**config.mk**
```make
export PLATFORM = sky130hd
export DESIGN_NAME = booth_job_ctrl_flat
export DESIGN_NICKNAME = d
export VERILOG_FILES = /design/src/rtl/booth_pkg.sv /design/src/rtl/booth_job_ctrl_if.sv /design/src/rtl/booth_cycle_cnt.sv /design/src/rtl/booth_job_ctrl.sv /design/src/flat_wrapper.sv
export SDC_FILE = /design/constraint.sdc
export NUM_CORES = 1
export LEC_CHECK = 0
export ABC_AREA = 1
export BUFFER_PORTS_ARGS = -buffer_cell sky130_fd_sc_hd__buf_2
export CAP_MARGIN = 20
export CORE_MARGIN = 10
export CORE_UTILIZATION = 30
export CTS_CLUSTER_SIZE = 16
export DETAILED_ROUTE_END_ITERATION = 12
export MAX_ROUTING_LAYER = met4
export PLACE_DENSITY_LB_ADDON = 0.15
export SYNTH_ARGS = -nofsm -noshare
export SYNTH_HDL_FRONTEND = slang
export SYNTH_SLANG_ARGS = --single-unit
```
**constraint.sdc**
```tcl
create_clock -name clk -period 1.6 [get_ports clk]
set_input_delay 0.16 -clock clk [delete_from_list [all_inputs] [get_ports clk]]
set_output_delay 0.16 -clock clk [all_outputs]
set_load 0.005 [all_outputs]
```
**src/rtl/booth_pkg.sv**
```systemverilog
// Shared types and defaults for the Booth multiplier job controller.
package booth_pkg;

  typedef enum logic [1:0] {
    IDLE,
    LOAD,
    RUN,
    DONE
  } state_t;

  localparam int unsigned MCAND_W_DEF    = 8;
  localparam int unsigned MPLR_W_DEF     = 4;
  localparam int unsigned PROD_W_DEF     = 8;
  localparam int unsigned MUL_CYCLES_DEF = 4;
  localparam int unsigned CNT_W          = 8;

endpackage

```
**src/rtl/booth_job_ctrl_if.sv**
```systemverilog
// Operand-in / result-out valid/ready handshakes of booth_job_ctrl.
interface booth_job_ctrl_if #(
  parameter int unsigned MCAND_W = booth_pkg::MCAND_W_DEF,
  parameter int unsigned MPLR_W  = booth_pkg::MPLR_W_DEF,
  parameter int unsigned PROD_W  = booth_pkg::PROD_W_DEF
);
  logic               in_valid;
  logic               in_ready;
  logic [MCAND_W-1:0] in_multiplicand;
  logic [MPLR_W-1:0]  in_multiplier;
  logic               out_valid;
  logic               out_ready;
  logic [PROD_W-1:0]  out_product;
  logic               out_cout;

  modport master (
    output in_valid, in_multiplicand, in_multiplier, out_ready,
    input  in_ready, out_valid, out_product, out_cout
  );

  modport slave (
    input  in_valid, in_multiplicand, in_multiplier, out_ready,
    output in_ready, out_valid, out_product, out_cout
  );
endinterface

```
**src/rtl/booth_cycle_cnt.sv**
```systemverilog
// Loadable down-counter with enable and zero flag, times the RUN phase.
module booth_cycle_cnt
  import booth_pkg::*;
(
  input  logic             clk,
  input  logic             rst,
  input  logic             load,
  input  logic             en,
  input  logic [CNT_W-1:0] load_val,
  output logic [CNT_W-1:0] count,
  output logic             zero
);

  always_ff @(posedge clk or negedge rst) begin
    if (!rst)
      count <= '0;
    else if (load)
      count <= load_val;
    else if (en)
      count <= count - 1'b1;
  end

  assign zero = (count == '0);

endmodule

```
**src/rtl/booth_job_ctrl.sv**
```systemverilog
// Job controller wrapped around the 8x4 Booth multiplier: launch, time, collect.
// Optional BOOTH_JOB_CTRL_CNT_EN adds a 16-bit completed-job counter port.
module booth_job_ctrl
  import booth_pkg::*;
#(
  parameter int unsigned MCAND_W    = MCAND_W_DEF,
  parameter int unsigned MPLR_W     = MPLR_W_DEF,
  parameter int unsigned PROD_W     = PROD_W_DEF,
  parameter int unsigned MUL_CYCLES = MUL_CYCLES_DEF
) (
  input  logic               clk,
  input  logic               rst,
  booth_job_ctrl_if.slave    bus,
  output logic               mul_rst,
  output logic [MCAND_W-1:0] mul_multiplicand,
  output logic [MPLR_W-1:0]  mul_multiplier,
  input  logic [PROD_W-1:0]  mul_product,
  input  logic               mul_cout
`ifdef BOOTH_JOB_CTRL_CNT_EN
  ,
  output logic [15:0]        jobs_done
`endif
);

  localparam logic [CNT_W-1:0] CNT_LOAD = CNT_W'(MUL_CYCLES - 1);

  state_t           state, next_state;
  logic             accept, cnt_load, cnt_en, cnt_zero, capture;
  logic [CNT_W-1:0] cnt;

  booth_cycle_cnt u_cnt (
    .clk      (clk),
    .rst      (rst),
    .load     (cnt_load),
    .en       (cnt_en),
    .load_val (CNT_LOAD),
    .count    (cnt),
    .zero     (cnt_zero)
  );

  always_ff @(posedge clk or negedge rst) begin
    if (!rst)
      state <= IDLE;
    else
      state <= next_state;
  end

  always_comb begin
    next_state = state;
    unique case (state)
      IDLE: if (bus.in_valid) next_state = LOAD;
      LOAD: next_state = RUN;
      RUN:  if (cnt_zero) next_state = DONE;
      DONE: if (bus.out_ready) next_state = IDLE;
      default: next_state = IDLE;
    endcase
  end

  always_comb begin
    bus.in_ready  = (state == IDLE);
    bus.out_valid = (state == DONE);
    accept        = bus.in_valid && (state == IDLE);
    cnt_load      = (state == LOAD);
    cnt_en        = (state == RUN) && !cnt_zero;
    capture       = (state == RUN) && cnt_zero;
  end

  // Registered from next_state so the multiplier reset is glitch-free and
  // low exactly for the LOAD cycle.
  always_ff @(posedge clk or negedge rst) begin
    if (!rst)
      mul_rst <= 1'b0;
    else
      mul_rst <= (next_state != LOAD);
  end

  always_ff @(posedge clk or negedge rst) begin
    if (!rst) begin
      mul_multiplicand <= '0;
      mul_multiplier   <= '0;
    end else if (accept) begin
      mul_multiplicand <= bus.in_multiplicand;
      mul_multiplier   <= bus.in_multiplier;
    end
  end

  always_ff @(posedge clk or negedge rst) begin
    if (!rst) begin
      bus.out_product <= '0;
      bus.out_cout    <= 1'b0;
    end else if (capture) begin
      bus.out_product <= mul_product;
      bus.out_cout    <= mul_cout;
    end
  end

`ifdef BOOTH_JOB_CTRL_CNT_EN
  always_ff @(posedge clk or negedge rst) begin
    if (!rst)
      jobs_done <= '0;
    else if (bus.out_valid && bus.out_ready)
      jobs_done <= jobs_done + 16'd1;
  end
`endif

endmodule
```
**src/flat_wrapper.sv**
```systemverilog
// flat-port wrapper written by rule: the top's interface ports become plain ports
module booth_job_ctrl_flat import booth_pkg::*;
#(
  parameter int unsigned MCAND_W    = MCAND_W_DEF,
  parameter int unsigned MPLR_W     = MPLR_W_DEF,
  parameter int unsigned PROD_W     = PROD_W_DEF,
  parameter int unsigned MUL_CYCLES = MUL_CYCLES_DEF
)
  (clk, rst, mul_rst, mul_multiplicand, mul_multiplier, mul_product, mul_cout, bus_in_valid, bus_in_multiplicand, bus_in_multiplier, bus_out_ready, bus_in_ready, bus_out_valid, bus_out_product, bus_out_cout);
  booth_job_ctrl_if #(.MCAND_W(MCAND_W), .MPLR_W(MPLR_W), .PROD_W(PROD_W)) bus_i ();
  input  logic clk;
  input  logic rst;
  output logic mul_rst;
  output logic [MCAND_W-1:0] mul_multiplicand;
  output logic [MPLR_W-1:0] mul_multiplier;
  input  logic [PROD_W-1:0] mul_product;
  input  logic mul_cout;
  input wire logic [$bits(bus_i.in_valid)-1:0] bus_in_valid;
  input wire logic [$bits(bus_i.in_multiplicand)-1:0] bus_in_multiplicand;
  input wire logic [$bits(bus_i.in_multiplier)-1:0] bus_in_multiplier;
  input wire logic [$bits(bus_i.out_ready)-1:0] bus_out_ready;
  output wire logic [$bits(bus_i.in_ready)-1:0] bus_in_ready;
  output wire logic [$bits(bus_i.out_valid)-1:0] bus_out_valid;
  output wire logic [$bits(bus_i.out_product)-1:0] bus_out_product;
  output wire logic [$bits(bus_i.out_cout)-1:0] bus_out_cout;
  assign bus_i.in_valid = bus_in_valid;
  assign bus_i.in_multiplicand = bus_in_multiplicand;
  assign bus_i.in_multiplier = bus_in_multiplier;
  assign bus_i.out_ready = bus_out_ready;
  assign bus_in_ready = bus_i.in_ready;
  assign bus_out_valid = bus_i.out_valid;
  assign bus_out_product = bus_i.out_product;
  assign bus_out_cout = bus_i.out_cout;
  booth_job_ctrl #(.MCAND_W(MCAND_W), .MPLR_W(MPLR_W), .PROD_W(PROD_W), .MUL_CYCLES(MUL_CYCLES)) u_core (.clk(clk), .rst(rst), .bus(bus_i), .mul_rst(mul_rst), .mul_multiplicand(mul_multiplicand), .mul_multiplier(mul_multiplier), .mul_product(mul_product), .mul_cout(mul_cout));
endmodule
```
== Word level (Yosys, flattened, before mapping) ==
Cells that the tools add are included.
Word-level totals
  logic and storage cells: 25
  bits in latches: 0
  bits in read-only memories: 0
  memory bits (writable): 0
  output and inout port bits: 24
  memories kept: 0
  input port bits: 25
  bits in registers: 32
Cells by class
  reduce and logical (&&, ||, !) cells: 7
  divide/modulo/power cells: 0
  multipliers: 0
  muxes and demuxes: 6
  equal/unequal tests: 4
  add/sub/neg operators: 1
  order comparisons: 0
  bitwise logic cells: 0
  shift operators: 0
Operators by type and width (number)
  8-bit two-way mux: 2
  8-bit zero test: 1
  2-bit case mux with 4 select lines: 1
  8-bit by 1-bit subtractor with 8-bit output, second input constant: 1
  2-bit two-way mux: 3
  2-bit == test, second input constant: 2
  1-bit logical AND: 3
  2-bit by 1-bit == test with 1-bit output, second input constant: 1
  2-bit zero test: 1
  2-bit by 1-bit != test with 1-bit output, second input constant: 1
  2-bit nonzero test: 1
  1-bit zero test: 1

== Longest topological paths before layout ==
  depth in word-level cells: 5
  gate-level depth with buffers: 8

== Modules after synthesis ==
Synthesis repeated with hierarchy kept, for this count alone.
Second synthesis, totals
  cells, all modules: 183
  area total of the unflattened synthesis: 1547.7 sq um
By module, submodules not included
  booth_job_ctrl: instances 1, sequential area each 600.6 sq um, area an instance 1007.2 sq um, cells each 110
  booth_cycle_cnt: instances 1, sequential area each 200.2 sq um, area an instance 540.5 sq um, cells each 73

== Least setup slack after synthesis ==
Ideal clock, no wire load.
  path type: flip-flop to flip-flop
  from: register u_core.u_cnt.count[0]
  to: register u_core.bus.out_cout
  library setup time: 0.116 ns
  data arrival time: 1.208 ns
  slack: 0.275 ns
  buffers on the path: 1
  required time: 1.484 ns
  cell stages (with the launch flop): 9
  cell sequence: dfrtp_1 inv_1 ha_1 nand2_2 nor2_4 buf_6 nand2_4 nand2_1 nand2_1
On the way
  longest elaborated chain between the ends: 2
Ends and longest elaborated chain
  start, declared: line booth_cycle_cnt.sv:10  | output logic [CNT_W-1:0] count,
  start signal, assigned: line booth_cycle_cnt.sv:18  | count <= load_val;
  start signal, assigned: line booth_cycle_cnt.sv:20  | count <= count - 1'b1;
  8-bit zero test: line booth_cycle_cnt.sv:23  | assign zero = (count == '0);
  1-bit logical AND: line booth_job_ctrl.sv:65  | capture = (state == RUN) && cnt_zero;
  end signal, assigned: line booth_job_ctrl.sv:93  | bus.out_cout <= mul_cout;
  end, declared: line booth_job_ctrl_if.sv:23  | output in_ready, out_valid, out_product, out_cout
Every way passes these cells.
A chain may end at the register's enable or synchronous reset.

== Final worst setup path ==
  from: register u_core.u_cnt.count[0]
  to: register u_core.u_cnt.count[3]
On the way
  longest elaborated chain between the ends: 4
  elaborated cells on any way between the ends: 7
  classes of those cells: add/sub: 1; mux: 2; reduce/logical: 4
Ends and longest elaborated chain
  parallel branches: the longest is 4 deep, another holds 8-bit by 1-bit subtractor with 8-bit output
Several ways; the timed one is not identified. The select of a mux whose other input is x is not followed.

==> results.cfg <==
[outcome]
status = finished clean

[global_routing]
grt_overflow = 0
grt_pass1_vias = 1171
antenna_found_initial = 0
grt_pass1_wl_mm = 5.79
grt_max_degree = 33
grt.total_usage = 0.0881

[routing]
drc = 0
post_drt_via_cell_ratio = 4.26
wl_per_cell_um = 12.4
ant_nets = 0
vias = 1183
drt_iter0_markers = 56
dr.pass1.iters = 4
wl_mm = 3.46

[synthesis]
ys_seq_area_frac = 0.536
ys_ff_latch = 32
synth.most_common_cell = nand2_1
synth.distinct_cells = 21
netlist_instances = 152
ys.flop_type = dfrtp_1
yosysTopAreaCell = dfrtp_1
synth_area_leaders = dfrtp_1, nand2_1, mux2_4
syn-num-nets = 178
synthTopCellsByCount = nand2_1, dfrtp_1, nand3_1
syn_avg_cell_area_um2 = 9.84
synth_warnings = 0
yosysTopAreaCellShare = 0.536
synth_edf_count = 0
async_flop_share = 1.00
synth_area_um2 = 1500

[worst_setup_path]
required_ps = 1770
max_stage_delay_ps = 380
worstPathMaxFanout = 11
start_kind = register
crit_chain = inv_1 > ha_1 > nand2_2 > nor2_4 > nor2_2 > o21ai_0 > nand2_1
end_kind = register
cpMaxStageDelayCell = dfrtp_1
crit_arrival_ps = 1600
critPathKind = register to register

[cts]
cts_htree_levels = 2
cts_buffers = 5
cts_root_buf = clkbuf_8
postCtsSetupRepairBufs = 0
cts_tree = yes
clk_latency_ps = 280
cts_buffer_depth = 2
clk_pin_slew_ps = 70
cts.sinks = 32

[floorplanning]
fp.dieH_um = 90.6
die_area_um2 = 8210
design.core.area_um2 = 4790
boundaryPins = 49
initial_utilization = 0.312
rows = 25
dieWidth_um = 90.6

[sta]
whs_ps = 111
setup_slack_ps = 169
rsz0062_at_grt = no
fmax_mhz = 699
hold_viol_final = 0
post-route-min-period_ps = 1430
setup_tns_ps = 0
final-setup-viol-count = 0
relSlewSlack = 0.721
finClkSkew_ps = 5.53
finalMaxSlewViolations = 0
tightest_slew_ps = 418
fin_crit_sh = 0.894

[cells_and_area]
utilization = 0.411
finalNonFillerCells = 278
area_growth_pct = 31.5
final_nets = 236
nFillCells = 515
antenna_cells = 0
drive_above_1_share = 0.403

[flow_run]
maxCapViolCount = 0

[place]
dp_hpwl_mm = 2.59
gp_congestion = 0.778
io_buffer_count = 48
dp_slack_ps = 157
placed_cells = 269

[power]
power_density_nw_per_um2 = 2050
leakagePower_nw = 1.09
peakVddDrop_uv = 766

[worst_hold_path]
hold_path_class = primary input to register
-- layout make-up --
class,count,area [um^2],share of cell area
Clock inverter,1,30.0,0.0153
Multi-Input combinational cell,103,614,0.313
Clock buffer,7,96.3,0.0490
Timing Repair Buffer,54,288,0.146
Inverter,14,52.6,0.0267
Sequential cell,32,801,0.407
Tap cell,67,83.8,0.0426
-- sequential cells by signal, summed over array words and instances (netlist names) --
name	count
u_core.bus.out_cout	1
u_core.state	2
u_core.bus.out_product	8
u_core.mul_multiplier	4
u_core.mul_multiplicand	8
u_core.u_cnt.count	8
u_core.mul_rst	1
-- report_power, final --
group / internal, W / switching [W] / total, W
clock: 0.000549 / 0.000289 / 0.000838
sequential: 0.00120 / 0.000249 / 0.00145
combinational: 0.000825 / 0.000916 / 0.00174
total: 0.00258 / 0.00145 / 0.00403
-- through the flow --
| stage | total power, W | area, um^2 |
|---|---|---|
| floorplan | 0.00261 | 1500 |
| global placement | 0.00325 | 1830 |
| detailed placement | 0.00324 | 1830 |
| CTS | 0.00411 | 1970 |
| global route | 0.00441 | 1970 |
| finish | 0.00403 | 1970 |
-- cells by family after synthesis --
logic type	share of synthesized area
multiplexers	0.110
flip-flops	0.536
AND/OR/NAND/NOR	0.272
adder cells (fa/ha/maj)	0.00837
AO/OA/AOI/OAI	0.0142
buffers and inverters	0.0536
XOR/XNOR	0.00586
-- worst max-delay path: cells and delay by family, from the launching register on --
family	cells	cell delay, ps
AND/OR/NAND/NOR	4	590
AO/OA/AOI/OAI	1	90
buffers and inverters	1	70
adder cells (fa/ha/maj)	1	190
flip-flops	1	380
-- final timing paths --
check | from | end | slack (ps) | depth (start not counted)
setup / recovery | u_core.u_cnt.count[0] | u_core.u_cnt.count[3] | 170 | 7
max in group asynchronous | rst | u_core.mul_multiplicand[3] | 860 | 3
hold / removal | bus_in_multiplicand[6] | u_core.mul_multiplicand[6] | 110 | 2
min in group asynchronous | rst | u_core.bus.out_product[5] | 440 | 3
hold reg to reg | u_core.bus.out_product[5] | u_core.bus.out_product[5] | 470 | 2
setup reg to reg | u_core.u_cnt.count[0] | u_core.u_cnt.count[3] | 170 | 7
-- cells in the final DEF, fill, tap and decap left out, drive strengths merged --
master       synthesis  layout
buf                  3      53
nand2               49      49
dfrtp               32      32
nand3               22      22
inv                 14      14
nor2                13      13
mux2                12      12
clkbuf               0       7
o21ai                2       2
nand3b               1       1
nor3                 1       1
nand4                1       1
xor2                 1       1
ha                   1       1
bufinv               0       1
dlygate4sd3          0       1
-- layer usage --
metal | track usage | share of wire | wire length, um
met5 | - | 0 | 0
met4 | 0.0279 | 0.0064 | 22
met3 | 0.0399 | 0.089 | 308
met2 | 0.120 | 0.43 | 1490
met1 | 0.113 | 0.47 | 1640
-- what timing repair did --
action	in CTS	in global routing
resized for setup	0	0
hold buffers	1	0
endpoints found under the hold margin	32	0
(Power assumes the default switching activity.)
